<file path="config.mk">
export PLATFORM = sky130hd
export DESIGN_NAME = piece_spawner
export DESIGN_NICKNAME = d
export VERILOG_FILES = /design/src/rtl/piece_spawner.sv
export SDC_FILE = /design/constraint.sdc
export NUM_CORES = 1
export LEC_CHECK = 0
export CAP_MARGIN = 20
export CORE_MARGIN = 5
export CORE_UTILIZATION = 45
export DETAILED_ROUTE_END_ITERATION = 6
export PLACE_DENSITY = 0.75
export RECOVER_POWER = 100
export SLEW_MARGIN = 20
export SYNTH_ARGS = -nofsm -noshare
export SYNTH_HDL_FRONTEND = slang
export SYNTH_SLANG_ARGS = --single-unit
export TNS_END_PERCENT = 20
</file>
<file path="constraint.sdc">
create_clock -name clk -period 1.66 [get_ports clk]
set_input_delay 0.332 -clock clk [delete_from_list [all_inputs] [get_ports clk]]
set_output_delay 0.332 -clock clk [all_outputs]
set_load 0.02 [all_outputs]
</file>
<file path="src/rtl/piece_spawner.sv">
// piece_spawner: pops the next-piece queue into the active falling piece
// and manages the hold slot with its one-hold-per-piece lockout.
module piece_spawner #(
  parameter bit HOLD_ENABLE = 1'b1
) (
  input  logic       clk,
  input  logic       rst_l,
  input  logic       clear,
  input  logic       spawn_req,
  input  logic       hold_req,
  input  logic [3:0] queue_front,
  output logic       pieces_remove,
  output logic [3:0] active_type,
  output logic       active_valid,
  output logic [3:0] hold_type,
  output logic       hold_used,
  output logic       spawn_done
);

  localparam int unsigned TILE_W = 4;
  localparam logic [TILE_W-1:0] BLANK = TILE_W'(0);

  typedef enum logic [1:0] {
    S_IDLE   = 2'd0,
    S_FETCH  = 2'd1,
    S_POP    = 2'd2,
    S_ACTIVE = 2'd3
  } state_t;

  state_t            state_q, state_d;
  logic [TILE_W-1:0] active_type_q, active_type_d;
  logic [TILE_W-1:0] hold_type_q, hold_type_d;
  logic              hold_used_q, hold_used_d;
  logic              pieces_remove_q, pieces_remove_d;
  logic              active_valid_q, active_valid_d;
  logic              spawn_done_q, spawn_done_d;
  logic              hold_go;

  // A hold is honoured only when enabled and not yet used for this piece.
  assign hold_go = HOLD_ENABLE && hold_req && !hold_used_q;

  // Next-state and next-output logic; clear dominates every state.
  always_comb begin
    state_d         = state_q;
    active_type_d   = active_type_q;
    hold_type_d     = hold_type_q;
    hold_used_d     = hold_used_q;
    pieces_remove_d = 1'b0;
    spawn_done_d    = 1'b0;

    if (clear) begin
      state_d       = S_IDLE;
      active_type_d = BLANK;
      hold_type_d   = BLANK;
      hold_used_d   = 1'b0;
    end else begin
      case (state_q)
        S_IDLE: begin
          if (spawn_req) begin
            state_d     = S_FETCH;
            hold_used_d = 1'b0;
          end
        end
        S_FETCH: begin
          // Capture here; the pop happens next cycle so the head shifts after capture.
          if (queue_front != BLANK) begin
            active_type_d   = queue_front;
            state_d         = S_POP;
            pieces_remove_d = 1'b1;
          end
        end
        S_POP: begin
          state_d      = S_ACTIVE;
          spawn_done_d = 1'b1;
        end
        S_ACTIVE: begin
          if (spawn_req) begin
            state_d     = S_FETCH;
            hold_used_d = 1'b0;
          end else if (hold_go) begin
            hold_used_d = 1'b1;
            if (hold_type_q == BLANK) begin
              // Empty slot: stash the piece and fetch a fresh one from the queue.
              hold_type_d = active_type_q;
              state_d     = S_FETCH;
            end else begin
              // Occupied slot: swap in place, no queue traffic.
              hold_type_d   = active_type_q;
              active_type_d = hold_type_q;
              spawn_done_d  = 1'b1;
            end
          end
        end
        default: state_d = S_IDLE;
      endcase
    end

    active_valid_d = (state_d == S_ACTIVE);
  end

  // State and registered outputs.
  always_ff @(posedge clk or negedge rst_l) begin
    if (!rst_l) begin
      state_q         <= S_IDLE;
      active_type_q   <= BLANK;
      hold_type_q     <= BLANK;
      hold_used_q     <= 1'b0;
      pieces_remove_q <= 1'b0;
      active_valid_q  <= 1'b0;
      spawn_done_q    <= 1'b0;
    end else begin
      state_q         <= state_d;
      active_type_q   <= active_type_d;
      hold_type_q     <= hold_type_d;
      hold_used_q     <= hold_used_d;
      pieces_remove_q <= pieces_remove_d;
      active_valid_q  <= active_valid_d;
      spawn_done_q    <= spawn_done_d;
    end
  end

  assign pieces_remove = pieces_remove_q;
  assign active_type   = active_type_q;
  assign active_valid  = active_valid_q;
  assign hold_type     = hold_type_q;
  assign hold_used     = hold_used_q;
  assign spawn_done    = spawn_done_q;

endmodule

</file>
==> reports/results.ini, run 1 <==
[run_status]
status=completed

[cts]
htree_levels=1
cts-root-buf=clkbuf_4
insertion_delay_ns=0.27
cts_tree=built
post_cts_buffers=0
clockBufferDepth=2
ctsHoldBuffers=0
cts_resized=5
cts_buffers=3
cts.sinks=14
path_clk_slew_ns=0.08

[floorplan]
die_w_um=51.45
coreArea_um2=1670
die_y_um=51.45
rows=15
start_util_pct=46.29
io-pin-count=21
die_area_um2=2647

[sta]
max_freq_mhz=630.1
fin_crit_sh_pct=95.60
slew_violations=0
relSlewSlack_pct=49.02
final-setup-viol-count=0
rsz0062_at_grt=false
hold_viol_final=0
hold_slack_ns=0.5633
skew_ns=0.001407
tightestPinTransition_ns=0.7647
setup_ws_ns=0.07302
min_period_ns=1.587

[detailed_routing]
routed_via_density=5.547
drc=0
detail-route-antenna-nets=0
drtPass1Iterations=4
vias=649
avgRoutedWirePerCell_um=15.30
first_iter_violations=5
wl_mm=1.790

[placed_design]
postPlaceCellArea_um2=1057
placedCellCount=114
post-dp-hpwl_mm=1.397
dp_slack_ns=-0.2150
gp_congestion=0.8404
portBuffers=20

[layout]
syn2layout_area_growth_pct=32.20
final_area_um2=1022
drive_gt1_share_pct=22.00
diodes=0
nFillCells=147
final_cells=117
layout.nets=111

[synthesis]
synth.avg_cell_area_um2=11.37
syn_inst=68
synth.top_cell.area_share_pct=45.31
yosys.area.top_type=dfrtp_1
synth_nets=77
synth_warnings=0
synth_edf_count=0
synth-seq-cells=14
syn_area_um2=773.2
yosysMostFrequentCell=dfrtp_1
synth.area.top_cells=dfrtp_1 45%, mux2i_1 10%, o211ai_2 6.5%
synth_cell_types=24
seq_area_frac_synth_pct=45.31
yosys-top-cells-count=14 x dfrtp_1, 9 x nor2_1, 8 x mux2i_1
yosys_most_used_dff=dfrtp_1
synthArstFlopShare_pct=100.0

[global_routing]
grt_pass1_vias=683
grt_usage_pct=15.66
grt_pass1_wl_mm=3.063
grt_overflow=0
antenna_found_initial=0
grt_max_degree=15

[setup_path]
crit_required_ns=1.86
crit_family=simple AND/OR/NAND/NOR gates
cpMaxStageDelayCell=dlygate4sd3_1
path_max_fanout=4
critPathMaxStageDelay_ns=0.54
arrival_ns=1.78
cp-start-kind=input pin
crit_start=hold_req
endpoint_kind=register
cp_cell_sequence=dlygate4sd3_1 -> nor3b_2 -> nor3_4 -> or3_4 -> o211ai_1
crit-reg2reg-launch=state_q[1]$_DFF_PN0_
critPathBufInv=1
crit_type=input pin to register

[power_and_ir_drop]
share_comb_of_total_power_pct=24.4
p_seq_share_pct=51.5
p_switching_uw=227.8
power_uw=768.2
clockPowerShare_pct=24.1
vdd_drop_max_mv=0.4309
swShare_pct=29.65
power_density_nw_per_um2=751.5
p_int_uw=540.4
cellLeakagePower_nw=0.5313

[hold_path]
min_from=active_type[0]$_DFFE_PN0P_
hp-class=register to register

[flow_run]
max_cap_viol_count=0

==> worst paths after layout <==
check,to,slack [ns],depth (start not counted)
worst min register to register,active_type[0]$_DFFE_PN0P_,0.56,2
worst min-delay path,active_type[0]$_DFFE_PN0P_,0.56,2
max in group asynchronous,active_type[2]$_DFFE_PN0P_,0.55,2
worst max-delay path,active_type[2]$_DFFE_PN0P_,0.07,5
min in group asynchronous,hold_used$_DFFE_PN0P_,0.64,2
worst max register to register,active_type[2]$_DFFE_PN0P_,0.10,4
==> through the flow <==
stage / utilization, % / TNS (ns)
after floorplan: - / 0
after global placement: 63.30 / -0.7223
after detailed placement: 63.30 / -1.200
after CTS: 64.27 / 0
after global routing: 61.20 / 0
final: 61.20 / 0
==> worst register-to-register path, stage by stage (launching register included) <==
cell       delay [ns]
dfrtp_1          0.56
nand2_4          0.15
a2bb2oi_4        0.20
or3_4            0.40
o211ai_1         0.18
==> sequential cells by signal, indices dropped and copies added (netlist names) <==
name,cells
state_q,2
hold_type,4
active_type,4
pieces_remove,1
spawn_done,1
hold_used,1
active_valid,1
==> cells in the final DEF, fill, tap and decap left out, types with 2 or more instances in the layout <==
| cell | count |
|---|---|
| dfrtp_1 | 14 |
| nor2_1 | 9 |
| clkdlybuf4s50_1 | 9 |
| buf_4 | 9 |
| mux2i_1 | 8 |
| nand3_1 | 6 |
| clkbuf_1 | 6 |
| nand2_1 | 5 |
| dlygate4sd2_1 | 5 |
| inv_1 | 3 |
| clkbuf_4 | 3 |
| o211ai_1 | 2 |
| a21oi_1 | 2 |
| o211ai_2 | 2 |
| dlygate4sd3_1 | 2 |
==> power by group through the flow <==
stage / combinational [mW] / clock (mW) / sequential (mW)
floorplan: 0.116 / 0 / 0.401
global placement: 0.200 / 0 / 0.401
detailed placement: 0.203 / 0 / 0.401
CTS: 0.201 / 0.191 / 0.395
global route: 0.202 / 0.204 / 0.399
finish: 0.188 / 0.185 / 0.395
==> metal layers <==
| layer | track usage, % | vias to the layer above | share of wire (%) |
|---|---|---|---|
| li1 | - | 312 | - |
| met3 | 3.790 | 5 | 7.0 |
| met4 | 6.550 | 0 | 1.6 |
| met5 | 0 | - | 0 |
| met2 | 26.69 | 20 | 51 |
| met1 | 18.63 | 312 | 40 |
==> logic make-up after synthesis <==
| logic type | synth area share (%) |
|---|---|
| muxes | 10.36 |
| xor gates and xnor gates | 1.133 |
| and+or+nand+nor | 23.14 |
| AOI/OAI and AO/OA | 15.05 |
| DFF | 45.31 |
| buffers and inverters | 5.015 |
==> layout make-up <==
cell class              instances  area (um^2)  area share [%]
multi-input cells              48        367.9           35.99
well taps                      17        21.27           2.081
clock buffers                   3        22.52           2.203
repair buffers                 32        249.0           24.36
flip-flops and latches         14        350.3           34.27
inverters                       3        11.26           1.102
No activity file was read; power rests on OpenSTA's default activity.
==> run 2, diff against run 1 <==
- ABC_AREA: unset -> 1
- ABC_CLOCK_PERIOD_IN_PS: unset -> 1660
==> reports/results.ini, run 2 <==
[global_routing]
grt_pass1_vias=619
antenna_found_initial=0
grt_overflow=0
grt_max_degree=15
grt_usage_pct=13.61
grt_pass1_wl_mm=2.739

[cts]
path_clk_slew_ns=0.09
insertion_delay_ns=0.28
cts-root-buf=clkbuf_4
post_cts_buffers=0
cts.sinks=14
cts_tree=built
htree_levels=1
clockBufferDepth=2
cts_buffers=3

[synthesis]
yosys_most_used_dff=dfrtp_1
synth.avg_cell_area_um2=8.500
syn_area_um2=782.0
synth_top_family_by_area=simple AND/OR/NAND/NOR gates
synth_edf_count=0
synthSimpleGateAreaFrac_pct=32.96
yosys.area_share.adder_pct=0
synth.top_cell.area_share_pct=44.80
yosys-top-cells-count=21 x nand2_1, 14 x dfrtp_1, 11 x inv_1
synth-seq-cells=14
seq_area_frac_synth_pct=44.80
synth_compound_area_share_pct=12.96
synthArstFlopShare_pct=100.0
syn_inst=92
muxShareOfSynthArea_pct=0
synth_cell_types=24
yosys.area.top_type=dfrtp_1
synth_nets=101
synth.area.top_cells=dfrtp_1 45%, nand2_1 10%, inv_1 5.3%
synth_xor_area_share_pct=0
yosysMostFrequentCell=nand2_1
synth_warnings=0

[floorplan]
start_util_pct=46.30
die_y_um=51.69
io-pin-count=21
coreArea_um2=1689
rows=15
die_w_um=51.69
die_area_um2=2671

[sta]
hold_viol_final=0
setup-tns-final_ns=0
final-setup-viol-count=0
min_period_ns=1.610
rsz0062_at_grt=false
fin_crit_sh_pct=96.96
relSlewSlack_pct=50.50
hold_slack_ns=0.5226
max_freq_mhz=621.3
tightestPinTransition_ns=0.7424
slew_violations=0
setup_ws_ns=0.05050
skew_ns=0.009494

[hold_path]
hold_depth=2
min_from=active_type[3]$_DFFE_PN0P_
holdPathEnd=active_type[3]$_DFFE_PN0P_
hp-class=register to register

[setup_path]
critPathBufInv=1
cp_cell_sequence=clkdlybuf4s50_1
endpoint_kind=output pin
arrival_ns=1.28
r2r_cells=4
crit_type=register to output pin
crit_required_ns=1.33
cpMaxStageDelayCell=clkdlybuf4s50_1
path_max_fanout=3
cp-start-kind=register
critPathMaxStageDelay_ns=0.62
reg2reg_slack_ns=0.25
r2r-end=hold_type[0]$_DFFE_PN0P_
cp.depth=1
crit-reg2reg-launch=state_q[1]$_DFF_PN0_
crit_family=buffers and inverters

[detailed_routing]
wl_mm=1.597
first_iter_violations=10
drc=0
avgRoutedWirePerCell_um=12.10
drtPass1Iterations=4
routed_via_density=4.985
vias=658
detail-route-antenna-nets=0

[layout]
mostFrequentLayoutCells=22 x nand2_1, 14 x dfrtp_1, 14 x clkdlybuf4s50_1
final_area_um2=978.4
final_common_cell=nand2_1
layout.nets=126
syn2layout_area_growth_pct=25.12
diodes=0
final_cells=132
drive_gt1_share_pct=13.04
fin_util_pct=57.93

[flow_run]
max_cap_viol_count=0

[placed_design]
placedCellCount=129
portBuffers=20
dp_slack_ns=0.1217
post-dp-hpwl_mm=1.257
gp_congestion=0.8317
postPlaceCellArea_um2=999.7

[power_and_ir_drop]
power_density_nw_per_um2=770.2
power_uw=753.6
vdd_drop_max_mv=0.5297
cellLeakagePower_nw=0.5071

[run_status]
status=completed

## run 2: routing by layer
layer | vias up | wire, um | track usage, %
met5 | - | 0 | 0
met4 | 0 | 25 | 5.240
met3 | 2 | 71 | 1.719
met2 | 14 | 752 | 21.19
met1 | 295 | 747 | 19.13
li1 | 347 | - | -
## run 2: worst max-delay path by stage
stage                                     from                          to  slack [ns]
finish                hold_type[1]$_DFFE_PN0P_                hold_type[1]        0.05
floorplan             hold_type[3]$_DFFE_PN0P_        state_q[1]$_DFF_PN0_        0.46
CTS                 active_type[1]$_DFFE_PN0P_              active_type[1]        0.02
detailed placement                       clear  active_type[1]$_DFFE_PN0P_        0.12
global route          hold_type[0]$_DFFE_PN0P_                hold_type[0]       0.005
global placement                         clear  active_type[1]$_DFFE_PN0P_        0.14
## run 2: cell type report
cell class,instances,area (um^2)
timing repair buffer,22,182.7
multi-input combinational,63,347.8
tap,17,21.27
inverter,13,53.80
sequential,14,350.3
fill,171,710.7
clock buffer,3,22.52
## run 2: report_power, final
part           switching, mW  internal [mW]  total [mW]
Sequential            0.0159          0.364       0.380
Combinational          0.111         0.0686       0.180
Clock                  0.110         0.0842       0.194
## run 2: cell families after synthesis
family	count (synthesis)
buf+inv	15
simple gates	49
compound gates	14
flops	14
## run 2: timing repair
item / in CTS / in global routing
setup endpoints to repair: 0 / 4
resized for setup: 0 / 4
hold buffers: 0 / 0
